### src/rtl/mux_bus_arbiter.sv
// Round-robin arbiter for the shared 16-bit 8:1 datapath mux: drives the registered
// one-hot grant and mux select. Optional hold-limit revocation under `ARB_TIMEOUT_EN.
module mux_bus_arbiter #(
    parameter int N_REQ    = 8,
    parameter int MAX_HOLD = 8
) (
    input  logic             clk,
    input  logic             rst_n,
    input  logic [N_REQ-1:0] req,
    input  logic             done,
    output logic [N_REQ-1:0] gnt,
    output logic [2:0]       sel,
    output logic             busy,
    output logic             timeout
);

    // Reject builds the 3-bit select or the 8-bit hold counter cannot represent.
    if (N_REQ != 8 || MAX_HOLD < 1 || MAX_HOLD > 255) begin : g_bad_params
        $error("mux_bus_arbiter: N_REQ must be 8 and MAX_HOLD in 1..255");
    end

    typedef enum logic {
        IDLE  = 1'b0,
        GRANT = 1'b1
    } state_t;

    state_t           state_q, state_d;
    logic [N_REQ-1:0] gnt_q, gnt_d;
    logic [2:0]       sel_q, sel_d;
    logic [2:0]       last_q, last_d;
    logic [3:0]       win_idle;
    logic [3:0]       win_rel;
    logic             release_now;
    logic             to_cond;

    // Returns {found, index} of the first set bit scanning cyclically from last+1.
    function automatic logic [3:0] pick(input logic [N_REQ-1:0] r, input logic [2:0] last);
        logic       found;
        logic [2:0] idx;
        logic [2:0] k;
        found = 1'b0;
        idx   = 3'd0;
        for (int i = 1; i <= N_REQ; i++) begin
            k = last + 3'(i);
            if (!found && r[k]) begin
                found = 1'b1;
                idx   = k;
            end
        end
        return {found, idx};
    endfunction

    assign win_idle = pick(req, last_q);
    assign win_rel  = pick(req & ~gnt_q, last_q);

`ifdef ARB_TIMEOUT_EN
    logic [7:0] hold_q, hold_d;
    logic       timeout_q, timeout_d;

    assign to_cond = (state_q == GRANT) && (hold_q == 8'(MAX_HOLD)) && !done;
    assign timeout = timeout_q;
`else
    assign to_cond = 1'b0;
    assign timeout = 1'b0;
`endif

    assign release_now = done || !req[sel_q] || to_cond;

    always_comb begin
        state_d = state_q;
        gnt_d   = gnt_q;
        sel_d   = sel_q;
        last_d  = last_q;
`ifdef ARB_TIMEOUT_EN
        hold_d    = hold_q;
        timeout_d = 1'b0;
`endif
        case (state_q)
            IDLE: begin
                if (win_idle[3]) begin
                    state_d           = GRANT;
                    gnt_d             = '0;
                    gnt_d[win_idle[2:0]] = 1'b1;
                    sel_d             = win_idle[2:0];
                    last_d            = win_idle[2:0];
`ifdef ARB_TIMEOUT_EN
                    hold_d = 8'd1;
`endif
                end
            end
            GRANT: begin
                if (release_now) begin
`ifdef ARB_TIMEOUT_EN
                    timeout_d = to_cond;
`endif
                    // Holder is masked, so a winner here is always a different requester.
                    if (win_rel[3]) begin
                        gnt_d               = '0;
                        gnt_d[win_rel[2:0]] = 1'b1;
                        sel_d               = win_rel[2:0];
                        last_d              = win_rel[2:0];
`ifdef ARB_TIMEOUT_EN
                        hold_d = 8'd1;
`endif
                    end else begin
                        state_d = IDLE;
                        gnt_d   = '0;
`ifdef ARB_TIMEOUT_EN
                        hold_d = 8'd0;
`endif
                    end
                end else begin
`ifdef ARB_TIMEOUT_EN
                    if (hold_q != 8'hFF) begin
                        hold_d = hold_q + 8'd1;
                    end
`endif
                end
            end
            default: begin
                state_d = IDLE;
                gnt_d   = '0;
            end
        endcase
    end

    always_ff @(posedge clk or negedge rst_n) begin
        if (!rst_n) begin
            state_q <= IDLE;
            gnt_q   <= '0;
            sel_q   <= 3'd0;
            last_q  <= 3'd7;
`ifdef ARB_TIMEOUT_EN
            hold_q    <= 8'd0;
            timeout_q <= 1'b0;
`endif
        end else begin
            state_q <= state_d;
            gnt_q   <= gnt_d;
            sel_q   <= sel_d;
            last_q  <= last_d;
`ifdef ARB_TIMEOUT_EN
            hold_q    <= hold_d;
            timeout_q <= timeout_d;
`endif
        end
    end

    assign gnt  = gnt_q;
    assign sel  = sel_q;
    assign busy = |gnt_q;

endmodule

### config.mk
export PLATFORM = sky130hd
export DESIGN_NAME = mux_bus_arbiter
export DESIGN_NICKNAME = d
export VERILOG_FILES = /design/src/rtl/mux_bus_arbiter.sv
export SDC_FILE = /design/constraint.sdc
export NUM_CORES = 1
export LEC_CHECK = 0
export ABC_AREA = 1
export CORE_UTILIZATION = 55
export CTS_BUF_LIST = sky130_fd_sc_hd__clkbuf_2 sky130_fd_sc_hd__clkbuf_4 sky130_fd_sc_hd__clkbuf_8
export CTS_CLUSTER_DIAMETER = 200
export CTS_CLUSTER_SIZE = 25
export DETAILED_ROUTE_END_ITERATION = 10
export PLACE_DENSITY = 0.78
export SLEW_MARGIN = 20
export SYNTH_ARGS = -nofsm -noshare
export SYNTH_HDL_FRONTEND = slang
export SYNTH_SLANG_ARGS = --single-unit
### constraint.sdc
create_clock -name clk -period 3.4 [get_ports clk]
set_input_delay 0.68 -clock clk [delete_from_list [all_inputs] [get_ports clk]]
set_output_delay 0.68 -clock clk [all_outputs]
set_load 0.02 [all_outputs]
== Yosys cells after proc, flatten, opt, wreduce, memory -nomap -nowiden ==
Cells that the tools add are included.

* Bits in read-only memories: 0
* Logic and storage cells: 147
* Bits in latches: 0
* Memories: 0
* Input port bits: 11
* Bits in writable memories: 0
* Output and inout port bits: 13
* Register bits after elaboration: 15

* $lt $le $gt $ge: 13
* Div/mod/pow operators: 0
* Multipliers: 0
* Mux-type cells: 82
* Equal/unequal tests: 3
* Shifts and indexed selects: 0
* $add $sub $neg: 7
* Reductions and logical operators: 35
* Bitwise gates (word level): 3

{| class="wikitable"
|+ Operators by type and width
! cell !! number
|-
| $mux W3 || 19
|-
| $bmux W1 S3 || 17
|-
| $lt A3 B4 Y1 const B || 11
|-
| $mux W1 || 38
|-
| $mux W8 || 3
|-
| $logic_and A1 B1 Y1 || 16
|-
| $pmux W8 S2 || 1
|-
| $logic_not A1 Y1 || 15
|-
| $add A3 B3 Y3 const B || 4
|-
| $and A8 B8 Y8 || 1
|-
| $not A8 Y8 || 1
|-
| $reduce_or A8 Y1 || 1
|-
| $add A3 B2 Y3 const B || 2
|-
| $demux W1 S3 || 2
|-
| $ge A3 B1 Y1 const B || 2
|-
| $pmux W3 S2 || 1
|-
| $ne A2 B1 Y1 const B || 2
|-
| $add A3 B1 Y3 const B || 1
|-
| $reduce_and A3 Y1 || 1
|-
| $ne A2 B2 Y1 const B || 1
|-
| $pmux W1 S2 || 1
|-
| $reduce_and A2 Y1 || 1
|-
| $logic_or A1 B1 Y1 || 1
|-
| $not A1 Y1 || 1
|}

== Depth between registers and ports, before layout ==
Gate-level depths: netlist of the first run.

* Depth in word-level cells: 33
* Gate-level depth with buffers: 23
* Gate-level depth less buffers: 20

== Worst setup path before layout of the first run ==
Ideal clock, no wire load.

* Path kind: register to register
* Start: reg last_q[1]
* End: reg sel_q[1] (netlist: sel[1])
* Library setup time: 127 ps
* Data required time: 3273 ps
* Path buffers: 3
* Setup slack: 424 ps
* Clock period less this slack: 2976 ps
* Arrival: 2849 ps
* Cell stages (with the launch flop): 19
* Path through: dfstp_2 > buf_2 > inv_1 > buf_4 > ha_1 > inv_1 > clkbuf_1 > nand3_1 > nand2_1 > nand2_1 > nand2_2 > nand4_4 > nor2_4 > nand3_2 > nor2_1 > o21bai_2 > nand2_1 > o211ai_1 > nand2_1

* Longest elaborated chain between the ends: 28
* Elaborated cells between the ends (all ways): 106
* Classes of those cells: add/sub: 7; eq/ne: 2; mux: 68; reduce/logical: 29

{| class="wikitable"
|+ Ends and longest elaborated chain
! what !! line !! source
|-
| from (decl) || 30 || <nowiki>logic [2:0] last_q, last_d;</nowiki>
|-
| from (signal assigned) || 141 || <nowiki>last_q <= last_d;</nowiki>
|-
| $add A3 B1 Y3 || 44 || <nowiki>k = last + 3'(i);</nowiki>
|-
| $bmux W1 S3 || 45 || <nowiki>if (!found && r[k]) begin</nowiki>
|-
| $mux W1 (not written as such) || 45 ||
|-
| $mux W1 || 45 ||
|-
| $logic_not A1 Y1 || 45 ||
|-
| $logic_and A1 B1 Y1 || 45 ||
|-
| $mux W1 || 45 ||
|-
| $logic_not A1 Y1 || 45 ||
|-
| [12 not listed] || - ||
|-
| $logic_and A1 B1 Y1 || 45 ||
|-
| $mux W1 || 45 ||
|-
| $logic_not A1 Y1 || 45 ||
|-
| $logic_and A1 B1 Y1 || 45 ||
|-
| $mux W3 || 45 ||
|-
| $mux W3 || 97 || <nowiki>if (win_rel[3]) begin</nowiki>
|-
| $mux W3 || 92 || <nowiki>if (release_now) begin</nowiki>
|-
| $pmux W3 S2 || 78 || <nowiki>case (state_q)</nowiki>
|-
| to (signal assigned) || 140 || <nowiki>sel_q <= sel_d;</nowiki>
|-
| to (decl) || 29 || <nowiki>logic [2:0] sel_q, sel_d;</nowiki>
|}

Several ways; a longest one is shown, not always the timed one. The select of a mux whose other input is x is not followed.
A chain may end at the register's enable or synchronous reset.

== Worst setup path after layout of the first run ==
* Start: reg last_q[0]
* End: reg gnt_q[1] (netlist: gnt[1])

* Longest elaborated chain between the ends: 32
* Elaborated cells between the ends (all ways): 115
* Classes of those cells: add/sub: 7; order compare: 4; eq/ne: 1; mux: 72; reduce/logical: 31

{| class="wikitable"
|+ Ends and longest elaborated chain
! what !! line !! source
|-
| $add A3 B1 Y3 || 44 ||
|-
| $bmux W1 S3 || 45 ||
|-
| $mux W1 (not written as such) || 45 ||
|-
| $mux W1 || 45 ||
|-
| $logic_not A1 Y1 || 45 ||
|-
| $logic_and A1 B1 Y1 || 45 ||
|-
| $mux W1 || 45 ||
|-
| $logic_not A1 Y1 || 45 ||
|-
| [16 not listed] || - ||
|-
| $mux W3 || 45 ||
|-
| $lt A3 B4 Y1 (not written as such) or $ge A3 B1 Y1 (tied branches) || 99 || <nowiki>gnt_d[win_rel[2:0]] = 1'b1;</nowiki>
|-
| $logic_and A1 B1 Y1 (not written as such) || 99 ||
|-
| $mux W1 (not written as such) || 99 ||
|-
| $demux W1 S3 || 99 ||
|-
| $mux W8 || 97 ||
|-
| $mux W8 || 92 ||
|-
| $pmux W8 S2 || 78 ||
|-
| to (signal assigned) || 139 || <nowiki>gnt_q <= gnt_d;</nowiki>
|-
| to (decl) || 28 || <nowiki>logic [N_REQ-1:0] gnt_q, gnt_d;</nowiki>
|}

Several ways; a longest one is shown, not always the timed one. The select of a mux whose other input is x is not followed.

==> results.ini, run 1 <==
[drt]
drtIter0Drc=304
drc_errors=0
antenna_left=0
routed_wl_um=6916
dr_total_vias=2703
dr.pass1.iters=9
via_per_inst=5.889
avgRoutedWirePerCell_um=15.07

[min_path]
hp-class=reg2reg
hold_depth=2

[final_layout]
num_antenna_cells=0
drive_above_1_share_pct=9.489
area_growth_pct=14.08
final_nets=425

[worst_setup_path]
cp.required_ps=3590
worstPathMaxFanout=20
worst_r2r_path_depth=17
cp.arrival_ps=3290
reg2reg_to=gnt[1]
crit_path_start_kind=register
path_class=reg2reg
end_kind=register
rrSetupSlack_ps=300
startpoint=last_q[0]
cpMostUsedCell=nand2_1
endpoint=gnt[1]
slowest_delay_ps=530
worstPathCellList=inv_2, ha_1, inv_1, nand3_1, nand3_1, nand2_2, nor2_4, nand4_4, nor2_4, nand3_2, nand3_2, nand2_1, nor2_2, nand3_1, nand2_1, nand2_1, nand2_1
slowest_stage=dfstp_2
rr_startpoint=last_q[0]

[clock_tree]
clock-root-buffer=clkbuf_8
clockBufferDepth=2
cts_max_level=1
clk_pin_slew_ps=60
cts_buffers=3
postCtsHoldBufs=0
cts_sinks=15
cts_tree=done
clk_latency_ps=250
post_cts_resized=0
cts_setup_buffers=0

[sta]
max-slew-margin-rel_pct=55.02
worst_pin_slew_ps=672.6
finClkSkew_ps=1.492
tns_ps=0
fin_crit_sh_pct=91.21
final-setup-viol-count=0
final_max_slew_viol_count=0
finalCriticalPeriod_ps=3101
clock.fmax_ghz=0.3225
grt_setup_unrepaired=no
hold_viol=0

[flow_run]
cap_violations=0

[grt]
antenna_found_initial=0
grt_overflow=0
grt_util_all_layers_pct=35.28
grt_max_degree=21
grt_pass1_vias=2462
grt_pass1_wl_um=11490

[synth]
syn_area_um2=2195
synthCells=390
ys_warn_count=0
seq_area_frac_synth_pct=17.27
yosysTopAreaCellShare_pct=22.23
mappedNetlistNets=403
synth_area_per_cell_um2=5.627
synth_cell_type_count=41
ys_ff_latch=15
synth.largest_area_cell=nand2_1
synth_area_leaders=nand2_1 (22%), nand3_1 (22%), dfrtp_1 (14%)

[die]
die_area_um2=4246
die_y_um=65.17
core_um2=3744
io_pins=24
rows=22
chipWidth_um=65.17
start_util_pct=58.62

[placement]
place_congestion=0.9582
dp.final_hpwl_um=5551
numPortBuffers=22

[outcome]
status=finished clean

## routing by layer
layer  track usage [%]  up-vias  wire (µm)
met1             46.51     1192       2963
met2             57.09      160       3119
met5                 0        -          0
met3             2.604       24        588
li1                  -     1327          -
met4             19.29        0        245
## cells in the final DEF (no fill, tap or decap), types with 4 or more instances in the layout
cell and n:
nand3_1 95, nor2_1 33, inv_2 4, o21ai_0 11, clkdlybuf4s50_1 22, nand4_1 6, dfrtp_1 12, buf_4 6
o21ai_1 4, inv_1 35, nand3_2 4, nand2_1 130
## layout make-up
cell class,count,area (µm²)
sequential,15,379.1
multi-input combinational,325,1604
timing repair buffer,28,265.3
inverter,39,146.4
clock buffer,4,48.80
tap,48,60.06
fill,386,1240
## cells in the mapped netlist
| cell type | number |
|---|---|
| nor2_1 | 33 |
| dfstp_2 | 3 |
| nand4_4 | 1 |
| nor3_1 | 2 |
| conb_1 | 1 |
| nand2_1 | 130 |
| nor2_4 | 3 |
| nand3_2 | 4 |
| nand3_1 | 95 |
| o221ai_1 | 1 |
| nand4_1 | 6 |
| nor2_2 | 3 |
| o21bai_1 | 2 |
| buf_4 | 5 |
| inv_2 | 4 |
| a21oi_1 | 3 |
| o21a_1 | 2 |
| nor4_1 | 1 |
| dfrtp_1 | 12 |
| and2_1 | 1 |
| o21bai_2 | 1 |
| nand3b_1 | 3 |
| a21oi_2 | 2 |
| xor2_2 | 2 |
| o211ai_1 | 1 |
| xnor2_2 | 1 |
| mux2i_1 | 1 |
| xnor2_1 | 1 |
| o21ai_0 | 11 |
| o22ai_1 | 1 |
| ha_1 | 2 |
| clkbuf_1 | 2 |
| nand4_2 | 1 |
| or2_1 | 1 |
| buf_2 | 4 |
| or2_2 | 1 |
| o21ai_1 | 4 |
| nand2_2 | 2 |
| inv_1 | 35 |
| o21ai_2 | 1 |
| a31oi_1 | 1 |
## through the flow
step | setup WS, ps | util, % | std cells | cell area [µm²] | hold slack, ps
2_1_floorplan | 424.2 | - | 390 | 2195 | 384.4
3_3_place_gp | 346.2 | 65.57 | 455 | 2455 | 502.8
3_5_place_dp | 320.3 | 65.57 | 455 | 2455 | 511.4
4_1_cts | 326.9 | 66.88 | 459 | 2504 | 528.4
5_1_grt | 3.640 | 66.88 | 459 | 2504 | 555.3
6_report | 299.0 | 66.88 | 459 | 2504 | 528.8
## critical path, delay by kind of cell (launching register included)
family                     cells  cell delay, ps
and+or+nand+nor               14            1740
DFF                            1             530
buffers and inverters          2             390
adders and majority gates      1             350
## flip-flops by register name (all words and copies together) (netlist names)
signal,cells
gnt,8
last_q,3
sel,3
state_q,1
## worst min path at each step
stage | end | from
after global routing | gnt[2] | gnt[2]
after global placement | gnt[2] | gnt[2]
after detailed placement | gnt[2] | gnt[2]
after floorplan | gnt[0] | rst_n
after CTS | gnt[2] | gnt[2]
final | gnt[2] | gnt[2]
## kinds of logic (layout without fill, tap and decap cells)
group,after synthesis,count (layout),synth area share [%]
fa+ha+maj,2,2,1.140
flops,15,15,17.28
simple gates,287,287,60.21
buf+inv,50,71,9.635
xor+xnor,4,4,2.623
other cells,1,1,0.1709
compound gates,30,30,8.495
mux,1,1,0.4561
Power of run 1 is left out: the tool's default activity adds up to more than one toggle a clock period on the data nets, which glitch-free logic cannot reach.
==> inputs of run 2 (changes only) <==
--- a/config.mk
+++ b/config.mk
@@ -11,6 +11,7 @@
 export CTS_CLUSTER_DIAMETER = 200
 export CTS_CLUSTER_SIZE = 25
 export DETAILED_ROUTE_END_ITERATION = 10
+export GPL_TIMING_DRIVEN = 1
 export PLACE_DENSITY = 0.78
 export SLEW_MARGIN = 20
 export SYNTH_ARGS = -nofsm -noshare
==> results of run 2 <==
No change in the layout: final DEF, timing and power equal those of run 1.
Power of run 2 is left out for the same reason.
==> inputs of run 3 (changes only) <==
--- a/config.mk
+++ b/config.mk
@@ -6,13 +6,13 @@
 export NUM_CORES = 1
 export LEC_CHECK = 0
 export ABC_AREA = 1
-export CORE_UTILIZATION = 55
+export CORE_UTILIZATION = 59
 export CTS_BUF_LIST = sky130_fd_sc_hd__clkbuf_2 sky130_fd_sc_hd__clkbuf_4 sky130_fd_sc_hd__clkbuf_8
 export CTS_CLUSTER_DIAMETER = 200
 export CTS_CLUSTER_SIZE = 25
 export DETAILED_ROUTE_END_ITERATION = 10
 export GPL_TIMING_DRIVEN = 1
-export PLACE_DENSITY = 0.78
+export PLACE_DENSITY = 0.83
 export SLEW_MARGIN = 20
 export SYNTH_ARGS = -nofsm -noshare
 export SYNTH_HDL_FRONTEND = slang
==> run 3 against run 2 <==
Compared with the run above: first-iteration DRC count increased by 19%; non-clock buffer count decreased by 1; global-route usage decreased by 0.98 points; cell count decreased by 0.65%; sequential share of layout area increased by 0.076 points; register-to-register slack about the same; die area decreased by 6.6%; routed wire length decreased by 4.9%; critical path depth unchanged; worst hold slack got worse by 6.2 ps; maximum frequency increased by 0.40%; flip-flop and latch count unchanged.
==> results.ini, run 3 (synthesis gave the netlist of run 1 again) <==
[outcome]
status=finished clean  ; unchanged

[die]
io_pins=24  ; unchanged
start_util_pct=63.76  ; was 58.62%
core_um2=3442  ; was 3744 µm²
die_area_um2=3968  ; was 4246 µm²
die_y_um=62.99  ; was 65.17 µm
chipWidth_um=62.99  ; was 65.17 µm
rows=21  ; was 22

[worst_setup_path]
cp.required_ps=3590  ; about the same
rrSetupSlack_ps=310  ; was 300 ps
end_kind=register  ; unchanged
rr_startpoint=last_q[0]  ; unchanged
reg2reg_to=gnt[2]  ; was gnt[1]
worstPathMaxFanout=20  ; unchanged
worst_r2r_path_depth=17  ; unchanged
path_class=reg2reg  ; unchanged
cp.arrival_ps=3270  ; was 3290 ps
crit_path_start_kind=register  ; unchanged

[final_layout]
num_antenna_cells=0  ; unchanged
multi_input_area_um2=1604  ; unchanged
layout_commonest_cell=nand2_1  ; unchanged
fillers=313  ; was 386
final_cell_mix=nand2_1 (130), nand3_1 (95), inv_1 (35), nor2_1 (33), clkdlybuf4s50_1 (22)  ; unchanged
utilization_pct=72.37  ; was 66.88%
drive_above_1_share_pct=9.268  ; was 9.489%
seqCellArea_um2=379.1  ; unchanged
largest_register_ff_count=8  ; unchanged
final_nets=424  ; was 425
area_growth_pct=13.51  ; was 14.08%

[grt]
global_route.usage.met2_pct=56.72  ; was 57.09%
grt_pass1_wl_um=10920  ; was 11490 µm
grt_overflow=0  ; unchanged
antenna_found_initial=0  ; unchanged
grt_util_all_layers_pct=34.30  ; was 35.28%
grt_max_degree=21  ; unchanged
grtUsageMet1_pct=47.30  ; was 46.51%
grt_util_met3_pct=1.825  ; was 2.604%
grt_pass1_vias=2372  ; was 2462
top_usage_layer=met2  ; unchanged

[sta]
fin_crit_sh_pct=90.84  ; was 91.21%
worst_pin_slew_ps=667.1  ; was 672.6 ps
finalCriticalPeriod_ps=3089  ; was 3101 ps
final_max_slew_viol_count=0  ; unchanged
final-setup-viol-count=0  ; unchanged
hold_viol=0  ; unchanged
tns_ps=0  ; unchanged
max-slew-margin-rel_pct=55.39  ; was 55.02%
finClkSkew_ps=1.454  ; was 1.492 ps
clock.fmax_ghz=0.3238  ; was 0.3225 GHz
grt_setup_unrepaired=no  ; unchanged

[clock_tree]
cts_tree=done  ; unchanged
postCtsHoldBufs=0  ; unchanged
clk_latency_ps=240  ; was 250 ps
clock-root-buffer=clkbuf_8  ; unchanged
post_cts_resized=0  ; unchanged
cts_max_level=1  ; unchanged
clk_pin_slew_ps=60  ; about the same
cts_setup_buffers=0  ; unchanged
clockBufferDepth=2  ; unchanged
cts_buffers=3  ; unchanged
cts_sinks=15  ; unchanged

[drt]
antenna_left=0  ; unchanged
routed_wl_um=6575  ; was 6916 µm
avgRoutedWirePerCell_um=14.42  ; was 15.07 µm
drtIter0Drc=363  ; was 304
dr.pass1.iters=5  ; was 9
via_per_inst=5.825  ; was 5.889
drc_errors=0  ; unchanged
dr_total_vias=2656  ; was 2703

[min_path]
hold_depth=2  ; unchanged
min_from=gnt[2]  ; unchanged
hold_path_end=gnt[2]  ; unchanged
hp-class=reg2reg  ; unchanged

[flow_run]
cap_violations=0  ; unchanged

[placement]
dp.final_hpwl_um=5160  ; was 5551 µm
place_congestion=0.9869  ; was 0.9582
numPortBuffers=22  ; unchanged

run 3: through the flow:
| step | std cells | cell area, µm² | worst slack [ps] | hold WS, ps |
|---|---|---|---|---|
| 2_1_floorplan | 390 | 2195 | 424.2 | 384.4 |
| 3_3_place_gp | 452 | 2445 | 338.2 | 502.1 |
| 3_5_place_dp | 452 | 2445 | 269.3 | 504.7 |
| 4_1_cts | 456 | 2491 | 366.5 | 521.0 |
| 5_1_grt | 456 | 2491 | 48.47 | 535.9 |
| 6_report | 456 | 2491 | 311.4 | 522.5 |
run 3: worst max-delay path by stage:
stage / start / endpoint / slack, ps / cells past startpoint
floorplan: last_q[1] / sel[1] / 420 / 18
CTS: last_q[0] / sel[0] / 370 / 16
detailed placement: req[5] / sel[2] / 270 / 14
global placement: req[4] / sel[2] / 340 / 14
finish: last_q[0] / gnt[2] / 310 / 17
global route: last_q[0] / gnt[0] / 50 / 17
run 3: cell type report:
| type | count | share of cell area (%) |
|---|---|---|
| Timing Repair Buffer | 27 | 10.35 |
| Inverter | 39 | 5.876 |
| Tap cell | 46 | 2.310 |
| Multi-Input combinational cell | 325 | 64.39 |
| Clock inverter | 1 | 0.2009 |
| Clock buffer | 3 | 1.657 |
| Sequential cell | 15 | 15.22 |
run 3: critical path, stage by stage, from the launching register on:
cell and delay (ps):
dfstp_2 530, inv_2 130, ha_1 340, inv_1 300
nand3_1 200, nand2_1 110, nand2_1 50, nand2_1 160
nand3_1 100, nor2_1 160, nor2_1 60, nor2_1 140
nand3_1 110, a21oi_1 330, nand2_1 110, nand2_1 80
nand2_1 50, nand2_1 60
run 3: routing by layer:
metal / share of wire (%) / vias to the layer above
met4: 2.6 / 0
li1: - / 1325
met2: 45 / 140
met1: 44 / 1165
met3: 7.8 / 26
met5: 0 / -
Power of run 3 is left out for the same reason.
